**src/rtl/reg_file_mp_if.sv**
```systemverilog
// Bus bundle for reg_file_mp: read ports, write ports, scoreboard control and debug views.
// The master side is issue/writeback logic; the slave side is the register file.
interface reg_file_mp_if #(
    parameter int DATA_WIDTH = 32,
    parameter int ADDR_WIDTH = 5,
    parameter int NUM_READ   = 2,
    parameter int NUM_WRITE  = 1
);
    localparam int NUM_REGS = 2 ** ADDR_WIDTH;

    logic [NUM_READ*ADDR_WIDTH-1:0]  rd_addr;
    logic [NUM_READ*DATA_WIDTH-1:0]  rd_data;
    logic [NUM_READ-1:0]             rd_busy;
    logic [NUM_WRITE-1:0]            wr_en;
    logic [NUM_WRITE*ADDR_WIDTH-1:0] wr_addr;
    logic [NUM_WRITE*DATA_WIDTH-1:0] wr_data;
    logic                            rsv_en;
    logic [ADDR_WIDTH-1:0]           rsv_addr;
    logic                            flush;
    logic [NUM_REGS-1:0]             busy_out;
    logic [NUM_REGS*DATA_WIDTH-1:0]  registers_out;

    modport master (
        output rd_addr, wr_en, wr_addr, wr_data, rsv_en, rsv_addr, flush,
        input  rd_data, rd_busy, busy_out, registers_out
    );

    modport slave (
        input  rd_addr, wr_en, wr_addr, wr_data, rsv_en, rsv_addr, flush,
        output rd_data, rd_busy, busy_out, registers_out
    );
endinterface

```
**src/rtl/reg_file_mp.sv**
```systemverilog
// Multi-port register file with per-register busy scoreboard; x0 reads zero and is never busy.
// Optional macro REG_FILE_BYPASS_EN enables same-cycle write-to-read forwarding.
module reg_file_mp #(
    parameter int                    DATA_WIDTH = 32,
    parameter int                    ADDR_WIDTH = 5,
    parameter int                    NUM_READ   = 2,
    parameter int                    NUM_WRITE  = 1,
    parameter int                    SP_INDEX   = 2,
    parameter logic [DATA_WIDTH-1:0] INITIAL_SP = 32'h03FF_FFFC
) (
    input  logic          clock,
    input  logic          reset,
    reg_file_mp_if.slave  bus
);
    localparam int NUM_REGS = 2 ** ADDR_WIDTH;

    logic [DATA_WIDTH-1:0]          regs_q [NUM_REGS];
    logic [DATA_WIDTH-1:0]          regs_d [NUM_REGS];
    logic [NUM_REGS-1:0]            busy_q;
    logic [NUM_REGS-1:0]            busy_d;
    logic [NUM_READ*DATA_WIDTH-1:0] rd_data_c;
    logic [NUM_READ-1:0]            rd_busy_c;
    logic [NUM_REGS*DATA_WIDTH-1:0] regs_flat;
    logic [ADDR_WIDTH-1:0]          ra;
`ifdef REG_FILE_BYPASS_EN
    logic                           fwd;
`endif

    // Ascending port order lets the highest-index writer win an address conflict.
    always_comb begin : next_state
        regs_d = regs_q;
        for (int j = 0; j < NUM_WRITE; j++) begin
            if (bus.wr_en[j] && (bus.wr_addr[j*ADDR_WIDTH +: ADDR_WIDTH] != '0))
                regs_d[bus.wr_addr[j*ADDR_WIDTH +: ADDR_WIDTH]] = bus.wr_data[j*DATA_WIDTH +: DATA_WIDTH];
        end
        regs_d[0] = '0;

        busy_d = busy_q;
        if (bus.flush) begin
            busy_d = '0;
        end else begin
            for (int j = 0; j < NUM_WRITE; j++) begin
                if (bus.wr_en[j] && (bus.wr_addr[j*ADDR_WIDTH +: ADDR_WIDTH] != '0))
                    busy_d[bus.wr_addr[j*ADDR_WIDTH +: ADDR_WIDTH]] = 1'b0;
            end
            // A new reservation supersedes a writeback to the same register.
            if (bus.rsv_en && (bus.rsv_addr != '0))
                busy_d[bus.rsv_addr] = 1'b1;
        end
        busy_d[0] = 1'b0;
    end

    always_ff @(posedge clock or posedge reset) begin
        if (reset) begin
            for (int r = 0; r < NUM_REGS; r++)
                regs_q[r] <= (r == SP_INDEX) ? INITIAL_SP : '0;
            busy_q <= '0;
        end else begin
            regs_q <= regs_d;
            busy_q <= busy_d;
        end
    end

    always_comb begin : read_ports
        rd_data_c = '0;
        rd_busy_c = '0;
        ra        = '0;
`ifdef REG_FILE_BYPASS_EN
        fwd       = 1'b0;
`endif
        for (int i = 0; i < NUM_READ; i++) begin
            ra = bus.rd_addr[i*ADDR_WIDTH +: ADDR_WIDTH];
            rd_data_c[i*DATA_WIDTH +: DATA_WIDTH] = regs_q[ra];
            rd_busy_c[i] = busy_q[ra];
`ifdef REG_FILE_BYPASS_EN
            fwd = 1'b0;
            for (int j = 0; j < NUM_WRITE; j++) begin
                if (bus.wr_en[j] && (bus.wr_addr[j*ADDR_WIDTH +: ADDR_WIDTH] == ra)) begin
                    rd_data_c[i*DATA_WIDTH +: DATA_WIDTH] = bus.wr_data[j*DATA_WIDTH +: DATA_WIDTH];
                    fwd = 1'b1;
                end
            end
            if (fwd)
                rd_busy_c[i] = bus.rsv_en && (bus.rsv_addr == ra);
`endif
            if (ra == '0) begin
                rd_data_c[i*DATA_WIDTH +: DATA_WIDTH] = '0;
                rd_busy_c[i] = 1'b0;
            end
        end
    end

    always_comb begin : debug_view
        regs_flat = '0;
        for (int r = 0; r < NUM_REGS; r++)
            regs_flat[r*DATA_WIDTH +: DATA_WIDTH] = regs_q[r];
    end

    assign bus.rd_data       = rd_data_c;
    assign bus.rd_busy       = rd_busy_c;
    assign bus.busy_out      = busy_q;
    assign bus.registers_out = regs_flat;
endmodule

```
**src/flat_wrapper.sv**
```systemverilog
// flat-port wrapper written by rule: the top's interface ports become plain ports
module reg_file_mp_flat 
#(
    parameter int                    DATA_WIDTH = 32,
    parameter int                    ADDR_WIDTH = 5,
    parameter int                    NUM_READ   = 2,
    parameter int                    NUM_WRITE  = 1,
    parameter int                    SP_INDEX   = 2,
    parameter logic [DATA_WIDTH-1:0] INITIAL_SP = 32'h03FF_FFFC
)
  (clock, reset, bus_rd_addr, bus_wr_en, bus_wr_addr, bus_wr_data, bus_rsv_en, bus_rsv_addr, bus_flush, bus_rd_data, bus_rd_busy, bus_busy_out, bus_registers_out);
  reg_file_mp_if #(.DATA_WIDTH(DATA_WIDTH), .ADDR_WIDTH(ADDR_WIDTH), .NUM_READ(NUM_READ), .NUM_WRITE(NUM_WRITE)) bus_i ();
  input  logic clock;
  input  logic reset;
  input wire logic [$bits(bus_i.rd_addr)-1:0] bus_rd_addr;
  input wire logic [$bits(bus_i.wr_en)-1:0] bus_wr_en;
  input wire logic [$bits(bus_i.wr_addr)-1:0] bus_wr_addr;
  input wire logic [$bits(bus_i.wr_data)-1:0] bus_wr_data;
  input wire logic [$bits(bus_i.rsv_en)-1:0] bus_rsv_en;
  input wire logic [$bits(bus_i.rsv_addr)-1:0] bus_rsv_addr;
  input wire logic [$bits(bus_i.flush)-1:0] bus_flush;
  output wire logic [$bits(bus_i.rd_data)-1:0] bus_rd_data;
  output wire logic [$bits(bus_i.rd_busy)-1:0] bus_rd_busy;
  output wire logic [$bits(bus_i.busy_out)-1:0] bus_busy_out;
  output wire logic [$bits(bus_i.registers_out)-1:0] bus_registers_out;
  assign bus_i.rd_addr = bus_rd_addr;
  assign bus_i.wr_en = bus_wr_en;
  assign bus_i.wr_addr = bus_wr_addr;
  assign bus_i.wr_data = bus_wr_data;
  assign bus_i.rsv_en = bus_rsv_en;
  assign bus_i.rsv_addr = bus_rsv_addr;
  assign bus_i.flush = bus_flush;
  assign bus_rd_data = bus_i.rd_data;
  assign bus_rd_busy = bus_i.rd_busy;
  assign bus_busy_out = bus_i.busy_out;
  assign bus_registers_out = bus_i.registers_out;
  reg_file_mp #(.DATA_WIDTH(DATA_WIDTH), .ADDR_WIDTH(ADDR_WIDTH), .NUM_READ(NUM_READ), .NUM_WRITE(NUM_WRITE), .SP_INDEX(SP_INDEX), .INITIAL_SP(INITIAL_SP)) u_core (.clock(clock), .reset(reset), .bus(bus_i));
endmodule
```
**config.mk**
```make
export PLATFORM = sky130hd
export DESIGN_NAME = reg_file_mp_flat
export DESIGN_NICKNAME = d
export VERILOG_FILES = /design/src/rtl/reg_file_mp_if.sv /design/src/rtl/reg_file_mp.sv /design/src/flat_wrapper.sv
export SDC_FILE = /design/constraint.sdc
export NUM_CORES = 2
export LEC_CHECK = 0
export CORE_AREA = 3 3 463 465
export CTS_BUF_LIST = sky130_fd_sc_hd__clkbuf_4
export DETAILED_ROUTE_END_ITERATION = 6
export DIE_AREA = 0 0 466 468
export PLACE_DENSITY = 0.49
export RECOVER_POWER = 100
export SLEW_MARGIN = 0
export SYNTH_ARGS = -nofsm -noshare
export SYNTH_HDL_FRONTEND = slang
export SYNTH_SLANG_ARGS = --single-unit
```
**constraint.sdc**
```tcl
create_clock -name clock -period 71.1 [get_ports clock]
set_input_delay 17.775 -clock clock [delete_from_list [all_inputs] [get_ports clock]]
set_output_delay 17.775 -clock clock [all_outputs]
set_load 0.01 [all_outputs]
```
# Yosys cells after proc, flatten, opt, wreduce, memory -nomap -nowiden

Index checks and enable logic that the tools add are counted.

Bits in registers: 1023
Logic and storage cells: 82
Output and inout port bits: 1122
Input port bits: 57

Bitwise operators: 6
Reductions and logical operators: 9
Multiplexer cells: 25
Magnitude comparators: 10

Operator list:

| kind                                                 | number |
|---|---|
| bitwise mux 1024 bit                                 | 1 |
| two-way mux 32 bit                                   | 11 |
| binary-select mux 32 bit (select 5 bit)              | 2 |
| demux 32 bit (select 5 bit)                          | 1 |
| AND 32 bit                                           | 1 |
| NOT 32 bit                                           | 1 |
| bitwise OR 32 bit                                    | 1 |
| < comparator 5 x 6 -> 1 bit (second input constant)  | 4 |
| >= comparator 6 bit (second input constant)          | 3 |
| NOT 5 -> 6 bit                                       | 3 |
| binary-select mux 1 bit (select 5 bit)               | 2 |
| demux 1 bit (select 5 bit)                           | 2 |
| >= comparator 5 x 1 -> 1 bit (second input constant) | 2 |
| zero test 5 bit                                      | 2 |
| nonzero test 5 bit                                   | 2 |
| < comparator 6 x 1 -> 1 bit (second input constant)  | 1 |
| two-way mux 1 bit                                    | 6 |
| logical AND 1 bit                                    | 5 |

# Logic depth before layout (Yosys ltp)

Depth after elaboration: 11
Gate-level depth with buffers: 9
Gate-level depth less buffers: 4

# Worst setup path before layout

Ideal clock, no wire load.

Kind: in2out
From: input bus_rd_addr[1]
To: output bus_rd_data[31]
Stages on the path: 7
Arrival: 19.266 ns
Path buffers: 3
Data required time: 53.325 ns
Setup slack: 34.059 ns
Cells stage by stage: buf_2 -> buf_4 -> or2_2 -> buf_2 -> o22ai_1 -> nor3_1 -> nor4b_1

Cells in the longest elaborated chain, start to end: 5
Elaborated cells on any way between the ends: 6
Those cells by class: 4 x mux; 1 x bitwise; 1 x reduce/logical

RTL lines:

| item                                                   | RTL line           | source |
|---|---|---|
| start, declared                                        | flat_wrapper.sv:15 | `input wire logic [$bits(bus_i.rd_addr)-1:0] bus_rd_addr;` |
| NOT 5 -> 6 bit (implied by the code)                   | reg_file_mp.sv:73  | `rd_data_c[i*DATA_WIDTH +: DATA_WIDTH] = regs_q[ra];` |
| binary-select mux 32 bit (select 5 bit)                | reg_file_mp.sv:73  |  |
| two-way mux 32 bit (implied by the code) (2 in series) | reg_file_mp.sv:73  |  |
| two-way mux 32 bit (*)                                 | reg_file_mp.sv:86  | `if (ra == '0) begin` |
| end, declared                                          | flat_wrapper.sv:22 | `output wire logic [$bits(bus_i.rd_data)-1:0] bus_rd_data;` |

Every way passes the cells marked *; elsewhere a longest branch is shown, timed or not. The select of a mux whose other input is x is not followed.

# Final worst setup path

From: input bus_rd_addr[6]
To: output bus_rd_data[46]

Same word-level chain as after synthesis.

==> out/metrics.csv <==
stage,metric,value,unit
pwr,max-vdd-ir-drop,0.0000143,V
clock_network,cts-root-buf,clkbuf_4,
worst_setup_path,ff2ff_setup_slack,70.18,ns
logic_synthesis,netlist_area,0.0555,mm^2
run_status,outcome,"finished, violations left",
clock_network,post-cts-setup-buffer-count,0,
logic_synthesis,synth-edff-count,0,
detailed_routing,viasPerCell,5.45,
layout,layout.nets,5498,
worst_setup_path,cp.required,53.32,ns
layout,syn_to_final_growth,31.4,%
detailed_routing,drt-pass1-iter-count,6,
worst_setup_path,reg2reg_to,u_core.bus.registers_out[959]$_DFFE_PP0P_,
clock_network,cts.sink_count,1023,
sta,hold_viol,0,
grt,grt_max_degree,80,
worst_setup_path,start_kind,input pin,
grt,grt_pass1_wl,421000,um
logic_synthesis,avgSynthCellArea,12.9,um^2
grt,grt_usage,27.9,%
clock_network,cts_tree,built,
clock_network,htreeDepth,5,
logic_synthesis,syn_inst,4289,
logic_synthesis,ys_ff_latch,1023,
detailed_routing,postRouteAntennaNets,0,
worst_setup_path,end_kind,primary output,
detailed_routing,top_layer_used,met5,
placed_design,dpl.hpwl,224000,um
detailed_routing,wl_met3,31600,um
sta,period_share,63.5,%
hold_path,hold-path-endpoint,u_core.bus.registers_out[642]$_DFFE_PP0P_,
placed_design,gp_congestion,0.964,
worst_setup_path,critPathMaxFanout,45,
worst_setup_path,cp_data_arrival_time,27.41,ns
worst_setup_path,crit_chain,clkbuf_1 -> nand2b_1 -> clkbuf_1 -> o22ai_1 -> nor3_1 -> nor4_1 -> dlygate4sd3_1,
worst_setup_path,critPathMostFrequentCell,clkbuf_1,
floorplanning,die_w,466,um
worst_setup_path,cp_top_family,buffers and inverters,
floorplanning,coreArea,0.210,mm^2
hold_path,min_from,u_core.bus.registers_out[642]$_DFFE_PP0P_,
sta,tightest_slew,4.17,ns
logic_synthesis,async_flop_share,100,%
floorplanning,io_pins,1179,
logic_synthesis,yosys-top-cells-area,"dfrtp_1 45%, mux2_2 21%, mux2i_1 12%",
logic_synthesis,synth_ff_type,dfrtp_1,
clock_network,numCtsBuffers,330,
detailed_routing,drc,0,
sta,setup_tns,0,ns
worst_setup_path,critical_path_class,in -> out,
sta,skew,0,ns
run_status,failed_checks,"max-capacitance violations, max-slew violations",
detailed_routing,wl_met1,133000,um
layout,stdcell_area,0.0729,mm^2
logic_synthesis,yosysSeqAreaShare,46.2,%
sta,rsz0062_at_grt,no,
floorplanning,die_h,468,um
detailed_routing,wl_met2,135000,um
placed_design,placed_area,0.0694,mm^2
sta,fmax,22.1,MHz
grt,gr-total-overflow,0,
floorplanning,start_util,26.4,%
grt,grt_antenna_before_repair,42,
worst_setup_path,cpPeakStageDelay,3.48,ns
clock_network,cts_resized,0,
grt,first_global_vias,45400,
detailed_routing,route.vias.total,46100,
floorplanning,rows,168,
sta,fin_crit,45.18,ns
job,maxCapViolations,59,
floorplanning,dieArea,0.218,mm^2
layout,final_cell_mix,"1084 x dlygate4sd3_1, 1042 x mux2_2, 999 x dfrtp_1",
logic_synthesis,yosysTopAreaCellShare,45.1,%
layout,layout_commonest_cell,dlygate4sd3_1,
pwr,p_per_area,28.8,mW/mm^2
worst_setup_path,r2r-start,u_core.bus.registers_out[959]$_DFFE_PP0P_,
worst_setup_path,critPathBufInv,3,
worst_setup_path,reg2reg_depth,1,
layout,drive_gt1_share,32.5,%
pwr,p_leak,33.2,nW
worst_setup_path,cp-startpoint,bus_rd_addr[6],
detailed_routing,avgRoutedWirePerCell,37.3,um
sta,drv_slew,2418,
detailed_routing,totalWireLength,315000,um
hold_path,hold_class,reg -> reg,
worst_setup_path,crit_slowest_cell,nand2b_1,
logic_synthesis,yosys.area.top_type,dfrtp_1,
pwr,power,2.10,mW
logic_synthesis,yosys_warnings,0,
clock_network,clk_latency,1.31,ns
clock_network,ctsHoldBuffers,0,
logic_synthesis,synth_cell_types,44,
detailed_routing,drt_iter0_markers,4031,
layout,fillers,21100,
placed_design,port_buffers,1145,
hold_path,whs_path_depth,1,
clock_network,clk_transition_reported_paths,0.05,ns
clock_network,clockBufferDepth,4,
sta,max_slew_margin,-178,%
sta,setup_viol,0,
report_power, final:
group	switching, mW	internal [mW]	total (mW)
clock network	0.285	0.303	0.588
logic	0.342	0.327	0.670
registers	0.145	0.695	0.840
total	0.772	1.33	2.10
per-stage QoR:
stage / hold WS, ns / setup slack, ns / util (%) / cells
2_1_floorplan: 0.566 / 24.58 / - / 4321
3_3_place_gp: 0.533 / 31.07 / 33.0 / 7914
3_5_place_dp: 0.531 / 31.07 / 33.0 / 7914
4_1_cts: 0.543 / 31.07 / 34.8 / 8432
5_1_grt: 0.572 / 25.54 / 34.7 / 8445
6_report: 0.542 / 25.92 / 34.7 / 8464
cells in the mapped netlist, types with 16 or more instances:
cell type	instances
clkbuf_1	222
buf_4	82
a21oi_1	45
a22o_1	32
mux4_2	135
nand2_1	34
nor3_1	164
a31oi_1	32
mux2_2	1043
nor4_1	33
o22ai_1	261
buf_1	20
a221o_1	65
nor2b_1	43
buf_2	139
buf_6	21
mux2_1	16
a22oi_1	82
nand2b_1	16
nor2_1	44
dfrtp_1	999
dfstp_2	24
a211oi_1	36
mux2i_1	654
registers in the layout, indices dropped and copies added (netlist names):
register	cells
u_core.bus.registers_out	992
u_core.bus.busy_out	31
cell families (layout without fill, tap and decap cells):
logic type | after synthesis | after routing | share of synthesized area [%]
compound gates | 569 | 569 | 7.14
buf+inv | 489 | 1795 | 4.48
flops | 1023 | 1023 | 46.2
mux | 1848 | 1848 | 38.8
other cells | 1 | 65 | 0.00676
simple gates | 359 | 359 | 3.40
worst max path at each step:
stage	to	cells past startpoint	slack [ns]
after floorplan	u_core.bus.busy_out[10]$_DFF_PP0_	1	24.58
after global routing	bus_rd_data[46]	7	25.54
after global placement	bus_rd_data[31]	8	31.07
after detailed placement	bus_rd_data[31]	8	31.07
final	bus_rd_data[46]	7	25.92
after CTS	bus_rd_data[31]	8	31.07
metal layers:
metal	vias to the layer above	GRT usage, %
li1	18800	-
met5	-	0
met3	507	9.62
met2	2418	40.8
met4	6	12.7
met1	24300	36.9
layout make-up:
class / count / area, um^2 / area share [%]
inverters: 2 / 8.76 / 0.0120
diodes: 32 / 80.1 / 0.110
clock buffers: 466 / 3500 / 4.80
flip-flops and latches: 1023 / 25600 / 35.1
clock inverters: 52 / 251 / 0.345
well taps: 2805 / 3510 / 4.81
repair buffers: 1275 / 12200 / 16.7
multi-input cells: 2809 / 27700 / 38.0
No activity file was read; power rests on OpenSTA's default activity.
